**src/rtl/spi_slave_pkg.sv**
```systemverilog
// Shared definitions for the SPI slave endpoint.
// Contents: FSM state encoding, command-byte layout, ID register address
// and the default ID value returned by reads of that address.
package spi_slave_pkg;

  typedef enum logic [1:0] {
    IDLE,
    CMD,
    WDATA,
    RDATA
  } state_e;

  // Bit of the command byte that selects write (1) or read (0).
  localparam int CMD_WR_BIT = 7;

  // Topmost register address is the read-only ID register.
  localparam logic [3:0] ID_ADDR = 4'hF;

  localparam logic [7:0] ID_VAL_DEFAULT = 8'hA5;

endpackage

```
**src/rtl/spi_modport_slave_if.sv**
```systemverilog
// SPI bus bundle shared between an SPI master and the slave endpoint.
// Signals: cs_n (chip select, active low), sck (SPI clock, idles low),
//          mosi (master-out data), miso (slave-out data).
// Modports: master drives cs_n/sck/mosi and reads miso; slave is the mirror.
interface spi_bus;
  import spi_slave_pkg::*;

  logic cs_n;
  logic sck;
  logic mosi;
  logic miso;

  modport master (output cs_n, output sck, output mosi, input miso);
  modport slave  (input cs_n, input sck, input mosi, output miso);

endinterface

```
**src/rtl/spi_modport_slave_sync_edge.sv**
```systemverilog
// spi_sync_edge: 2-flop synchroniser for an asynchronous input, followed by
// one extra flop so that single-cycle rise/fall pulses can be produced.
// Ports:
//   clk     - system clock
//   rst_n   - asynchronous active-low reset
//   d_i     - asynchronous input from the pin
//   level_o - synchronised level (2 clk after the pin)
//   rise_o  - one-cycle pulse when level_o goes 0->1
//   fall_o  - one-cycle pulse when level_o goes 1->0
module spi_sync_edge
  import spi_slave_pkg::*;
#(
  parameter logic RESET_VAL = 1'b0
) (
  input  logic clk,
  input  logic rst_n,
  input  logic d_i,
  output logic level_o,
  output logic rise_o,
  output logic fall_o
);

  // [0] and [1] form the synchroniser; [2] is the previous synchronised
  // value used only for edge detection.
  logic [2:0] sync_q;

  always_ff @(posedge clk or negedge rst_n) begin
    if (!rst_n) begin
      sync_q <= {3{RESET_VAL}};
    end else begin
      sync_q <= {sync_q[1:0], d_i};
    end
  end

  assign level_o = sync_q[1];
  assign rise_o  = sync_q[1] & ~sync_q[2];
  assign fall_o  = ~sync_q[1] & sync_q[2];

endmodule

```
**src/rtl/spi_modport_slave.sv**
```systemverilog
// spi_modport_slave: SPI mode-0 slave endpoint with a small register file.
// Each frame starts with a command byte (bit 7 = write, low bits = start
// address), followed by burst write or burst read data. Addresses wrap and
// the top address is a read-only ID register. All SPI pins are oversampled
// on clk; sck is never used as a clock.
// Ports:
//   clk   - system clock
//   rst_n - asynchronous active-low reset
//   bus   - spi_bus slave modport (cs_n, sck, mosi in; miso out)
module spi_modport_slave
  import spi_slave_pkg::*;
#(
  parameter int                DATA_W = 8,
  parameter int                ADDR_W = 4,
  parameter logic [DATA_W-1:0] ID_VAL = ID_VAL_DEFAULT
) (
  input  logic     clk,
  input  logic     rst_n,
  spi_bus.slave    bus
);

  localparam int                NumRegs = 1 << ADDR_W;
  localparam int                CntW    = $clog2(DATA_W);
  localparam logic [CntW-1:0]   LastBit = CntW'(DATA_W - 1);
  localparam logic [ADDR_W-1:0] IdAddr  = ADDR_W'(ID_ADDR);

  logic csHigh, csFall, cs_rise_unused;
  logic sckRise, sckFall, sck_level_unused;
  logic mosiSync, mosi_rise_unused, mosi_fall_unused;

  spi_sync_edge #(.RESET_VAL(1'b1)) u_sync_cs (
    .clk(clk), .rst_n(rst_n), .d_i(bus.cs_n),
    .level_o(csHigh), .rise_o(cs_rise_unused), .fall_o(csFall)
  );

  spi_sync_edge #(.RESET_VAL(1'b0)) u_sync_sck (
    .clk(clk), .rst_n(rst_n), .d_i(bus.sck),
    .level_o(sck_level_unused), .rise_o(sckRise), .fall_o(sckFall)
  );

  spi_sync_edge #(.RESET_VAL(1'b0)) u_sync_mosi (
    .clk(clk), .rst_n(rst_n), .d_i(bus.mosi),
    .level_o(mosiSync), .rise_o(mosi_rise_unused), .fall_o(mosi_fall_unused)
  );

  state_e              state_q, state_d;
  logic [CntW-1:0]     bitCnt_q, bitCnt_d;
  // Only the low DATA_W-1 bits are kept: the incoming mosi bit completes
  // the byte combinationally, so the oldest bit is never needed again.
  logic [DATA_W-2:0]   rxShift_q, rxShift_d;
  logic [DATA_W-1:0]   txShift_q, txShift_d;
  logic [ADDR_W-1:0]   addr_q, addr_d;
  logic                miso_q, miso_d;
  logic [DATA_W-1:0]   regs_q [NumRegs];

  logic [DATA_W-1:0]   rxByte;
  logic [ADDR_W-1:0]   cmdAddr;
  logic [DATA_W-1:0]   rdCur, rdCmd;
  logic                wrEn;

  assign rxByte  = {rxShift_q, mosiSync};
  assign cmdAddr = rxByte[ADDR_W-1:0];
  assign rdCur   = (addr_q == IdAddr) ? ID_VAL : regs_q[addr_q];
  assign rdCmd   = (cmdAddr == IdAddr) ? ID_VAL : regs_q[cmdAddr];
  assign bus.miso = miso_q;

  always_ff @(posedge clk or negedge rst_n) begin
    if (!rst_n) begin
      state_q   <= IDLE;
      bitCnt_q  <= '0;
      rxShift_q <= '0;
      txShift_q <= '0;
      addr_q    <= '0;
      miso_q    <= 1'b0;
    end else begin
      state_q   <= state_d;
      bitCnt_q  <= bitCnt_d;
      rxShift_q <= rxShift_d;
      txShift_q <= txShift_d;
      addr_q    <= addr_d;
      miso_q    <= miso_d;
    end
  end

  always_ff @(posedge clk or negedge rst_n) begin
    if (!rst_n) begin
      for (int i = 0; i < NumRegs; i++) regs_q[i] <= '0;
    end else if (wrEn) begin
      regs_q[addr_q] <= rxByte;
    end
  end

  // A high synchronised cs_n dominates everything: it aborts any frame,
  // drops a partial byte and also masks sck edges seen while deselected.
  // This also makes cs_n win over a coincident 8th sck edge.
  always_comb begin
    state_d   = state_q;
    bitCnt_d  = bitCnt_q;
    rxShift_d = rxShift_q;
    txShift_d = txShift_q;
    addr_d    = addr_q;
    miso_d    = 1'b0;
    wrEn      = 1'b0;

    if (csHigh) begin
      state_d  = IDLE;
      bitCnt_d = '0;
    end else begin
      case (state_q)
        IDLE: begin
          if (csFall) begin
            state_d   = CMD;
            bitCnt_d  = '0;
            rxShift_d = '0;
          end
        end

        CMD: begin
          if (sckRise) begin
            rxShift_d = rxByte[DATA_W-2:0];
            bitCnt_d  = bitCnt_q + 1'b1;
            if (bitCnt_q == LastBit) begin
              if (rxByte[CMD_WR_BIT]) begin
                state_d = WDATA;
                addr_d  = cmdAddr;
              end else begin
                state_d   = RDATA;
                txShift_d = rdCmd;
                addr_d    = cmdAddr + 1'b1;
              end
            end
          end
        end

        WDATA: begin
          if (sckRise) begin
            rxShift_d = rxByte[DATA_W-2:0];
            bitCnt_d  = bitCnt_q + 1'b1;
            if (bitCnt_q == LastBit) begin
              wrEn   = (addr_q != IdAddr);
              addr_d = addr_q + 1'b1;
            end
          end
        end

        RDATA: begin
          // In read mode the counter tracks falling edges, since those
          // are the points where a byte's bits are handed out on miso.
          miso_d = miso_q;
          if (sckFall) begin
            miso_d    = txShift_q[DATA_W-1];
            txShift_d = {txShift_q[DATA_W-2:0], 1'b0};
            bitCnt_d  = bitCnt_q + 1'b1;
            if (bitCnt_q == LastBit) begin
              txShift_d = rdCur;
              addr_d    = addr_q + 1'b1;
            end
          end
        end

        default: state_d = IDLE;
      endcase
    end
  end

endmodule

```
**src/flat_wrapper.sv**
```systemverilog
// flat-port wrapper written by rule: the top's interface ports become plain ports
module spi_modport_slave_flat import spi_slave_pkg::*;
#(
  parameter int                DATA_W = 8,
  parameter int                ADDR_W = 4,
  parameter logic [DATA_W-1:0] ID_VAL = ID_VAL_DEFAULT
)
  (clk, rst_n, bus_cs_n, bus_sck, bus_mosi, bus_miso);
  spi_bus bus_i ();
  input  logic clk;
  input  logic rst_n;
  input wire logic [$bits(bus_i.cs_n)-1:0] bus_cs_n;
  input wire logic [$bits(bus_i.sck)-1:0] bus_sck;
  input wire logic [$bits(bus_i.mosi)-1:0] bus_mosi;
  output wire logic [$bits(bus_i.miso)-1:0] bus_miso;
  assign bus_i.cs_n = bus_cs_n;
  assign bus_i.sck = bus_sck;
  assign bus_i.mosi = bus_mosi;
  assign bus_miso = bus_i.miso;
  spi_modport_slave #(.DATA_W(DATA_W), .ADDR_W(ADDR_W), .ID_VAL(ID_VAL)) u_core (.clk(clk), .rst_n(rst_n), .bus(bus_i));
endmodule
```
**config.mk**
```make
export PLATFORM = sky130hd
export DESIGN_NAME = spi_modport_slave_flat
export DESIGN_NICKNAME = d
export VERILOG_FILES = /design/src/rtl/spi_slave_pkg.sv /design/src/rtl/spi_modport_slave_if.sv /design/src/rtl/spi_modport_slave_sync_edge.sv /design/src/rtl/spi_modport_slave.sv /design/src/flat_wrapper.sv
export SDC_FILE = /design/constraint.sdc
export NUM_CORES = 1
export LEC_CHECK = 0
export BUFFER_PORTS_ARGS = -buffer_cell sky130_fd_sc_hd__buf_2
export CAP_MARGIN = 25
export CORE_MARGIN = 1
export CORE_UTILIZATION = 62
export DETAILED_ROUTE_END_ITERATION = 12
export PLACE_DENSITY = 0.78
export SLEW_MARGIN = 20
export SYNTH_ARGS = -nofsm -noshare
export SYNTH_HDL_FRONTEND = slang
export SYNTH_SLANG_ARGS = --single-unit
```
**constraint.sdc**
```tcl
create_clock -name clk -period 2.81 [get_ports clk]
set_input_delay 0.4215 -clock clk [delete_from_list [all_inputs] [get_ports clk]]
set_output_delay 0.4215 -clock clk [all_outputs]
set_load 0.03 [all_outputs]
```
==> results of run 1 <==
through the flow:
step | hold WS, ns | cells
global placement | 0.339 | 785
global route | 0.0719 | 818
detailed placement | 0.353 | 785
finish | 0.0850 | 818
floorplan | 0.126 | 628
CTS | 0.0703 | 818
area by class of cell:
cell class                 count  share of cell area
multi-input combinational    405               0.449
tap                          176              0.0233
clock buffer                  19              0.0480
sequential                   161               0.428
clock inverter                13              0.0187
timing repair buffer          34              0.0293
inverter                      10             0.00398
layer usage:
layer	track usage	up-vias
met5	0	-
met4	0.153	0
met3	0.0833	57
met2	0.488	226
met1	0.439	2907
li1	-	2377
power by group:
group          internal [mW]  leakage [nW]  switching, mW  total, mW
clock network           1.46         0.299          0.987       2.45
registers               2.39          2.20         0.0802       2.47
logic                  0.291          1.66          0.462      0.753
cells in the mapped netlist, types with 4 or more instances:
master and count:
dfrtp_1 158, mux2_2 122, mux4_2 61, nand2_1 37, clkbuf_1 36, o21ai_0 17, mux2i_1 16, nor2_1 15
ha_1 12, nor2_2 11, inv_1 10, nand2b_1 10, nor2b_1 9, nor3_1 9, buf_2 8, o22ai_1 8
a31oi_1 7, a21oi_1 6, a22o_1 6, a211oi_1 5, buf_1 5, nor3b_1 5, a221oi_1 4, nand3_1 4
or3_1 4
critical path, delay by kind of cell, from the launching register on:
kind	cells	cell delay, ns
adder cells (fa/ha/maj)	2	0.34
buffers and inverters	1	0.14
flip-flops	1	0.37
multiplexers	1	0.41
AND/OR/NAND/NOR	3	1.13
kinds of logic (layout without fill, tap and decap cells):
logic type | Yosys count | after routing | share of synthesized area
multiplexers | 199 | 199 | 0.341
flip-flops | 161 | 161 | 0.473
AND/OR/NAND/NOR | 119 | 119 | 0.0767
AO/OA/AOI/OAI | 72 | 72 | 0.0583
buffers and inverters | 62 | 76 | 0.0298
adder cells (fa/ha/maj) | 12 | 12 | 0.0176
XOR/XNOR | 3 | 3 | 0.00308
final timing paths:
kind / endpoint / slack [ns] / depth (start not counted)
max: u_core.regs_q[83] / 0.29 / 7
min: u_core.u_sync_cs.sync_q[0] / 0.08 / 1
max reg2reg: u_core.regs_q[83] / 0.29 / 7
min reg2reg: u_core.u_sync_mosi.sync_q[1] / 0.36 / 0
max in group asynchronous: u_core.regs_q[67] / 1.54 / 3
min in group asynchronous: u_core.state_q[0] / 0.52 / 2
sequential cells by signal (all words and copies together) (netlist names):
register / cells
u_core.u_sync_mosi.sync_q: 2
u_core.u_sync_sck.sync_q: 3
u_core.bitCnt_q: 3
u_core.state_q: 2
u_core.rxShift_q: 7
u_core.u_sync_cs.sync_q: 3
u_core.regs_q: 128
u_core.addr_q: 4
u_core.bus.miso: 1
u_core.txShift_q: 8
==> flow_summary_export.csv, run 1 <==
group,metric,value,unit
route,wl_met3,1430,µm
synthesis,synth_nets,645,
final_layout,fillers,864,
place,place_area,8790,µm²
timing,fin_crit_sh,0.895,
route,drc,0,
setup_path,cp-end-kind,"flop",
final_layout,syn2layout_area_growth,10.7,%
pwr,ir_drop,0.000939,V
route,drt-pass1-iter-count,7,
floorplan,die_y,119,µm
final_layout,diodes,0,
cts,cts_tree,"done",
setup_path,crit_path_top_delay_cell,"nor2_2",
synthesis,synth_area_leader_cell,"dfrtp_1",
cts,post_cts_resized,0,
final_layout,layout_commonest_cell,"dfrtp_1",
timing,skew,0.00829,ns
setup_path,path_cells,"ha_1 -> ha_1 -> inv_1 -> nor4_4 -> nand2_1 -> nor2_2 -> mux2_2",
route,ant_nets,0,
final_layout,post-route-cell-area,9430,µm²
final_layout,finish.utilization,0.707,
floorplan,core_area,13300,µm²
place,io_buffers,5,
timing,rsz0062_at_grt,"no",
grt,grt_max_degree,64,
route,totalWireLength,20900,µm
setup_path,arrival,2.83,ns
synthesis,synthFlopType,"dfrtp_1",
synthesis,yosysSeqAreaShare,0.473,
cts,root_buffer,"clkbuf_16",
place,gp_congestion,0.972,
place,dp_hpwl,14200,µm
grt,antenna_found_initial,0,
cts,clk_pin_slew_worst_paths,0.06,ns
cts,ctsLongestPathBuffers,2,
route,wl_per_cell,25.6,µm
setup_path,crit_path_start,"u_core.bitCnt_q[0]",
timing,hold_violations,0,
cts,clk_latency,0.43,ns
route,vias_per_cell,6.81,
route,met2_length,10000,µm
synthesis,yosysWarnings,0,
cts,cts_buffers,17,
grt,grt_pass1_wl,33400,µm
timing,setup-tns-final,0,ns
pwr,p_per_area,601,nW/µm²
timing,setup-violations-final,0,
synthesis,ys_ff_latch,161,
pwr,leakage,4.16,nW
synthesis,synth_area,8520,µm²
setup_path,critPathLaunchType,"flop",
timing,slew_headroom,0.377,
setup_path,timing.rr.start,"u_core.bitCnt_q[0]",
synthesis,ys_async_sr_fraction,1.00,
final_layout,seq_area,4040,µm²
setup_path,cpMostUsedCell,"ha_1",
setup_path,path_class,"flop to flop",
route,route.vias.total,5567,
run_status,status,"finished, final reports clean",
final_layout,layout-drive-gt1-share,0.425,
timing,fin_crit,2.52,ns
floorplan,die_x,119,µm
floorplan,initial_core_util,0.638,
timing,fmax,0.398,GHz
synthesis,synthCells,628,
synthesis,yosys-top-cells-area,"dfrtp_1, mux2_2, mux4_2",
final_layout,multiInputGateArea,4230,µm²
timing,finalWorstSetupSlack,0.294,ns
grt,grt.overflow.total,0,
final_layout,nets,646,
grt,grt.total_usage,0.322,
route,route.top_layer_used,"met4",
final_layout,final_cell_mix,"dfrtp_1, mux2_2, mux4_2, nand2_1, buf_4",
synthesis,synth_edf_count,0,
synthesis,yosysUniqueCellTypes,54,
cts,post_cts_buffers,0,
cts,hold_buffers,1,
floorplan,row_count,42,
grt,grt_pass1_vias,5819,
pwr,power,5.67,mW
setup_path,worst_path_largest_cell_delay,0.53,ns
route,drtIter0Drc,600,
flow_run,cap_violations,0,
timing,worst_pin_slew,0.933,ns
setup_path,cp.required,3.12,ns
floorplan,ios,6,
cts,cts_max_level,4,
synthesis,syn_avg_cell_area,13.6,µm²
setup_path,crit_fanout,8,
timing,drv_slew,0,
route,wl_met1,8630,µm
min_path,hold_path_class,"primary input to flop",
place,preCtsSetupSlack,0.312,ns
cts,cts.sinks,161,
min_path,min_from,"bus_cs_n",
floorplan,die-area,14200,µm²
synthesis,synth_top_area_frac,0.464,
Power figures use the tool's default switching activity.
==> run 2, diff against run 1 <==
--- a/config.mk
+++ b/config.mk
@@ -6,11 +6,11 @@
 export NUM_CORES = 1
 export LEC_CHECK = 0
 export BUFFER_PORTS_ARGS = -buffer_cell sky130_fd_sc_hd__buf_2
-export CAP_MARGIN = 25
 export CORE_MARGIN = 1
 export CORE_UTILIZATION = 62
 export DETAILED_ROUTE_END_ITERATION = 12
 export PLACE_DENSITY = 0.78
+export SETUP_SLACK_MARGIN = 0.4
 export SLEW_MARGIN = 20
 export SYNTH_ARGS = -nofsm -noshare
 export SYNTH_HDL_FRONTEND = slang
==> run 2 against run 1 <==
Compared with the run above:
- total power is 0.44% higher
- count of clock-buffer cells in the layout stayed put
- utilization is 0.79 points higher
- global-route usage hardly changed
- sequential share of layout area is 0.45 points lower
- combinational power is 3.2% higher
- setup slack better by 0.17 ns
- via count is 0.54% higher
- largest cell class unchanged
- highest routed layer unchanged
==> flow_summary_export.csv, run 2 (synthesis results as in run 1) <==
group,metric,value,unit
run_status,status,"finished, final reports clean",
timing,worst_pin_slew,0.896,ns
cts,ctsLongestPathBuffers,2,
pwr,p_per_area,597,nW/µm²
min_path,hold_path_class,"primary input to flop",
floorplan,die-area,14200,µm²
flow_run,cap_violations,0,
grt,grt.busiest_layer,"met2",
cts,cts_max_level,4,
route,route.vias.total,5597,
final_layout,final_cell_mix,"dfrtp_1, mux2_2, mux4_2, nand2_1, buf_4",
cts,root_buffer,"clkbuf_16",
grt,grt.total_usage,0.323,
timing,drv_slew,0,
timing,hold_violations,0,
pwr,ir_drop,0.000941,V
final_layout,diodes,0,
route,ant_nets,0,
cts,clk_pin_slew_worst_paths,0.06,ns
timing,fmax,0.427,GHz
timing,slew_headroom,0.402,
grt,grt.overflow.total,0,
timing,skew,0.00688,ns
final_layout,fillers,853,
setup_path,critPathLaunchType,"flop",
floorplan,initial_core_util,0.638,
floorplan,die_x,119,µm
final_layout,post-route-cell-area,9540,µm²
setup_path,arrival,2.66,ns
place,gp_congestion,0.972,
grt,grt_pass1_vias,5833,
route,vias_per_cell,6.83,
setup_path,r2r_slack,0.47,ns
cts,cts.sinks,161,
final_layout,layout_commonest_cell,"dfrtp_1",
setup_path,cp.required,3.12,ns
grt,antenna_found_initial,0,
route,drtIter0Drc,664,
floorplan,row_count,42,
final_layout,multiInputGateArea,4290,µm²
final_layout,reg_top3,"u_core.regs_q: 128 flops, u_core.txShift_q: 8 flops, u_core.rxShift_q: 7 flops",
final_layout,nets,648,
grt,grt_pass1_wl,33400,µm
floorplan,die_y,119,µm
timing,fin_crit_sh,0.834,
setup_path,path_cells,"inv_2 -> ha_2 -> nand2b_1 -> nor4_4 -> buf_4 -> nand2_2 -> nor2_4 -> mux2_2",
route,drt-pass1-iter-count,5,
floorplan,ios,6,
grt,use_met3,0.0843,
grt,met1_usage,0.440,
cts,cts_tree,"done",
place,place_area,8790,µm²
setup_path,worst_path_largest_cell_delay,0.43,ns
timing,fin_crit,2.34,ns
setup_path,cp-end-kind,"flop",
place,io_buffers,5,
floorplan,core_area,13300,µm²
route,wl_per_cell,25.6,µm
final_layout,seq_area,4040,µm²
final_layout,syn2layout_area_growth,12.0,%
cts,cts_buffers,17,
pwr,leakage,4.18,nW
timing,setup-tns-final,0,ns
grt,grt_max_degree,64,
timing,setup-violations-final,0,
final_layout,layout-drive-gt1-share,0.435,
final_layout,regMostFlops,"u_core.regs_q",
place,dp_hpwl,14200,µm
final_layout,largest_reg_flops,128,
setup_path,path_class,"flop to flop",
grt,use_met2,0.486,
cts,clk_latency,0.43,ns
route,totalWireLength,21000,µm
timing,rsz0062_at_grt,"no",
setup_path,crit_path_top_delay_cell,"dfrtp_1",
route,drc,0,
setup_path,crit_fanout,8,
## run 2: cell types whose count changed in the layout (fill, tap and decap cells not counted), sizes merged
cell / delta
buf: +2
## run 2: final timing paths
check                                              from                      endpoint  depth (start not counted)
max reg2reg                           u_core.state_q[0]             u_core.regs_q[83]                          8
max                                   u_core.state_q[0]             u_core.regs_q[83]                          8
min in group asynchronous                         rst_n             u_core.state_q[0]                          2
max in group asynchronous                         rst_n             u_core.regs_q[67]                          3
min                                            bus_cs_n    u_core.u_sync_cs.sync_q[0]                          1
min reg2reg                u_core.u_sync_mosi.sync_q[0]  u_core.u_sync_mosi.sync_q[1]                          0
## run 2: report_power, final
| part | switching [mW] | internal (mW) |
|---|---|---|
| logic | 0.479 | 0.297 |
| clock network | 0.988 | 1.46 |
| registers | 0.0807 | 2.39 |
## run 2: layer usage
layer  wire (µm)  vias up
met5           0        -
met4         817        0
met3        1450       56
met2       10100      245
met1        8620     2907
li1            -     2389
## run 2: layout make-up
type | instances | share of cell area
multi-input cells | 405 | 0.450
repair buffers | 36 | 0.0334
flip-flops and latches | 161 | 0.423
inverters | 10 | 0.00393
clock buffers | 19 | 0.0475
clock inverters | 13 | 0.0185
well taps | 176 | 0.0231
## run 2: repair_timing
item                                    CTS  global route
resized for setup                         5            15
gates cloned                              0             0
hold buffers                              1             0
hold endpoints to repair                 49             0
pin swaps                                 0             4
endpoints found under the setup margin   44           120
setup buffers                             1             1
## run 2: metrics by stage
stage / power, mW / utilization / std cells / setup slack, ns / hold WS, ns
2_1_floorplan: 3.03 / - / 628 / 0.541 / 0.126
3_3_place_gp: 3.25 / 0.659 / 785 / 0.373 / 0.339
3_5_place_dp: 3.27 / 0.659 / 785 / 0.312 / 0.353
4_1_cts: 5.71 / 0.710 / 819 / 0.366 / 0.0703
5_1_grt: 5.89 / 0.715 / 820 / 0.382 / 0.0719
6_report: 5.70 / 0.715 / 820 / 0.467 / 0.0868
## run 2: worst max-delay path, delay by kind of cell, from the launching register on
| family | cells | cell delay (ns) |
|---|---|---|
| adders and majority gates | 1 | 0.22 |
| muxes | 1 | 0.39 |
| and+or+nand+nor | 4 | 0.90 |
| DFF | 1 | 0.43 |
| buffers and inverters | 2 | 0.29 |
==> run 3, diff against run 2 <==
==> constraint.sdc (replaced) <==
create_clock -name clk -period 2.24 [get_ports clk]
set_input_delay 0.336 -clock clk [delete_from_list [all_inputs] [get_ports clk]]
set_output_delay 0.336 -clock clk [all_outputs]
set_load 0.03 [all_outputs]
==> run 3 against run 2 <==
Compared with the run above:
- sequential cell count unchanged
- non-clock buffer count up 57
- cell area up 13%
- die area unchanged
- total power up 32%
- clock skew about the same
- combinational power up 69%
- register-to-register slack worse by 0.41 ns
- critical path type unchanged
- highest routed layer unchanged
==> flow_summary_export.csv, run 3 (synthesis results as in run 1) <==
group,metric,value,unit
timing,finalWorstSetupSlack,0.0545,ns
timing,setup-tns-final,0,ns
min_path,hold_path_class,"primary input to flop",
timing,fin_crit_sh,0.976,
setup_path,timing.rr.start,"u_core.state_q[0]",
place,dp_hpwl,15000,µm
timing,slew_headroom,0.477,
timing,fmax,0.458,GHz
grt,grt_pass1_wl,38800,µm
grt,grt.total_usage,0.373,
cts,ctsLongestPathBuffers,2,
timing,skew,0.00667,ns
grt,antenna_found_initial,0,
setup_path,rr_endpoint,"u_core.regs_q[38]",
final_layout,reg_top3,"u_core.regs_q: 128 flops, u_core.txShift_q: 8 flops, u_core.rxShift_q: 7 flops",
setup_path,crit_path_start,"u_core.state_q[0]",
setup_path,arrival,2.50,ns
min_path,min_from,"bus_sck",
final_layout,regMostFlops,"u_core.regs_q",
pwr,p_per_area,701,nW/µm²
final_layout,syn2layout_area_growth,26.3,%
setup_path,path_class,"flop to flop",
route,totalWireLength,24500,µm
flow_run,cap_violations,0,
timing,drv_slew,0,
final_layout,largest_reg_flops,128,
cts,cts_buffers,17,
pwr,ir_drop,0.000671,V
min_path,hold_end,"u_core.u_sync_sck.sync_q[0]",
route,ant_nets,0,
cts,root_buffer,"clkbuf_16",
setup_path,rr_worst_depth,10,
timing,setup-violations-final,0,
cts,cts.sinks,161,
grt,grt_pass1_vias,6507,
floorplan,die_x,119,µm
cts,cts_max_level,4,
cts,clk_latency,0.43,ns
setup_path,cp.required,2.55,ns
floorplan,ios,6,
timing,hold_violations,0,
timing,fin_crit,2.19,ns
setup_path,cp-end-kind,"flop",
min_path,hold_depth,1,
final_layout,nets,705,
route,wl_per_cell,28.0,µm
setup_path,critPathLaunchType,"flop",
grt,grt.overflow.total,0,
place,gp_congestion,0.958,
final_layout,post-route-cell-area,10800,µm²
floorplan,initial_core_util,0.638,
final_layout,layout_commonest_cell,"dfrtp_1",
route,drc,0,
floorplan,die_y,119,µm
timing,rsz0062_at_grt,"yes",
floorplan,die-area,14200,µm²
floorplan,row_count,42,
run_status,status,"finished, final reports clean",
final_layout,layout-drive-gt1-share,0.510,
place,place_area,9400,µm²
cts,cts_tree,"done",
floorplan,core_area,13300,µm²
route,route.vias.total,6061,
timing,worst_pin_slew,0.784,ns
final_layout,final_cell_mix,"dfrtp_1, mux2_4, mux4_2, mux2_2, buf_4",
setup_path,r2r_slack,0.05,ns
route,drt-pass1-iter-count,5,
cts,clk_pin_slew_worst_paths,0.06,ns
route,drtIter0Drc,547,
pwr,leakage,4.62,nW
route,vias_per_cell,6.91,
timing,whs,0.0169,ns
place,io_buffers,5,
setup_path,crit_fanout,5,
place,preCtsSetupSlack,-0.0599,ns
grt,grt_max_degree,51,
==> run 3: critical path: stages, from the launching register on <==
cell,delay [ns]
dfrtp_1,0.40
inv_2,0.12
ha_4,0.19
nand2b_1,0.10
nor4_4,0.23
buf_6,0.21
nand2_4,0.09
buf_6,0.13
nor2_4,0.12
buf_6,0.16
mux2_4,0.30
==> run 3: per-stage QoR <==
stage / util / instances / power [mW]
final: 0.806 / 877 / 7.55
after global routing: 0.806 / 876 / 7.77
after CTS: 0.794 / 865 / 7.52
after detailed placement: 0.705 / 815 / 4.21
after global placement: 0.705 / 815 / 4.19
after floorplan: - / 628 / 3.83
==> run 3: layout make-up <==
class / count / area (µm²)
multi-input cells: 405 / 4790
flip-flops and latches: 161 / 4040
fillers: 686 / 2590
repair buffers: 93 / 1030
clock buffers: 21 / 450
well taps: 176 / 220
clock inverters: 10 / 184
inverters: 10 / 41.3
diodes: 1 / 2.50
==> run 3: how the worst max path moves through the flow <==
| stage | endpoint | slack (ns) | cells after the start |
|---|---|---|---|
| 5_1_grt | u_core.regs_q[79] | 0.009 | 10 |
| 3_3_place_gp | u_core.regs_q[67] | -0.04 | 8 |
| 3_5_place_dp | u_core.regs_q[92] | -0.06 | 8 |
| 6_report | u_core.regs_q[38] | 0.05 | 10 |
| 2_1_floorplan | u_core.regs_q[120] | 0.12 | 6 |
| 4_1_cts | u_core.regs_q[79] | 0.09 | 9 |
==> run 3: timing repair <==
action	in CTS	in global routing
pin swaps	18	8
hold endpoints to repair	46	0
cloned	1	0
resized for setup	82	21
hold buffers	3	0
setup endpoints to repair	134	136
buffers inserted	15	11
==> run 3: per-layer routing <==
layer	GRT usage	wire, µm	part of all wire	vias up
met5	0	0	0	-
met4	0.191	1140	0.046	0
met3	0.0867	2040	0.083	80
met2	0.569	11600	0.47	325
met1	0.504	9790	0.40	3176
li1	-	-	-	2480
==> run 3: power breakdown <==
part | switching (mW) | internal [mW] | total, mW
clock | 1.15 | 2.00 | 3.15
sequential | 0.0908 | 3.00 | 3.09
combinational | 0.744 | 0.565 | 1.31
total | 1.99 | 5.56 | 7.55
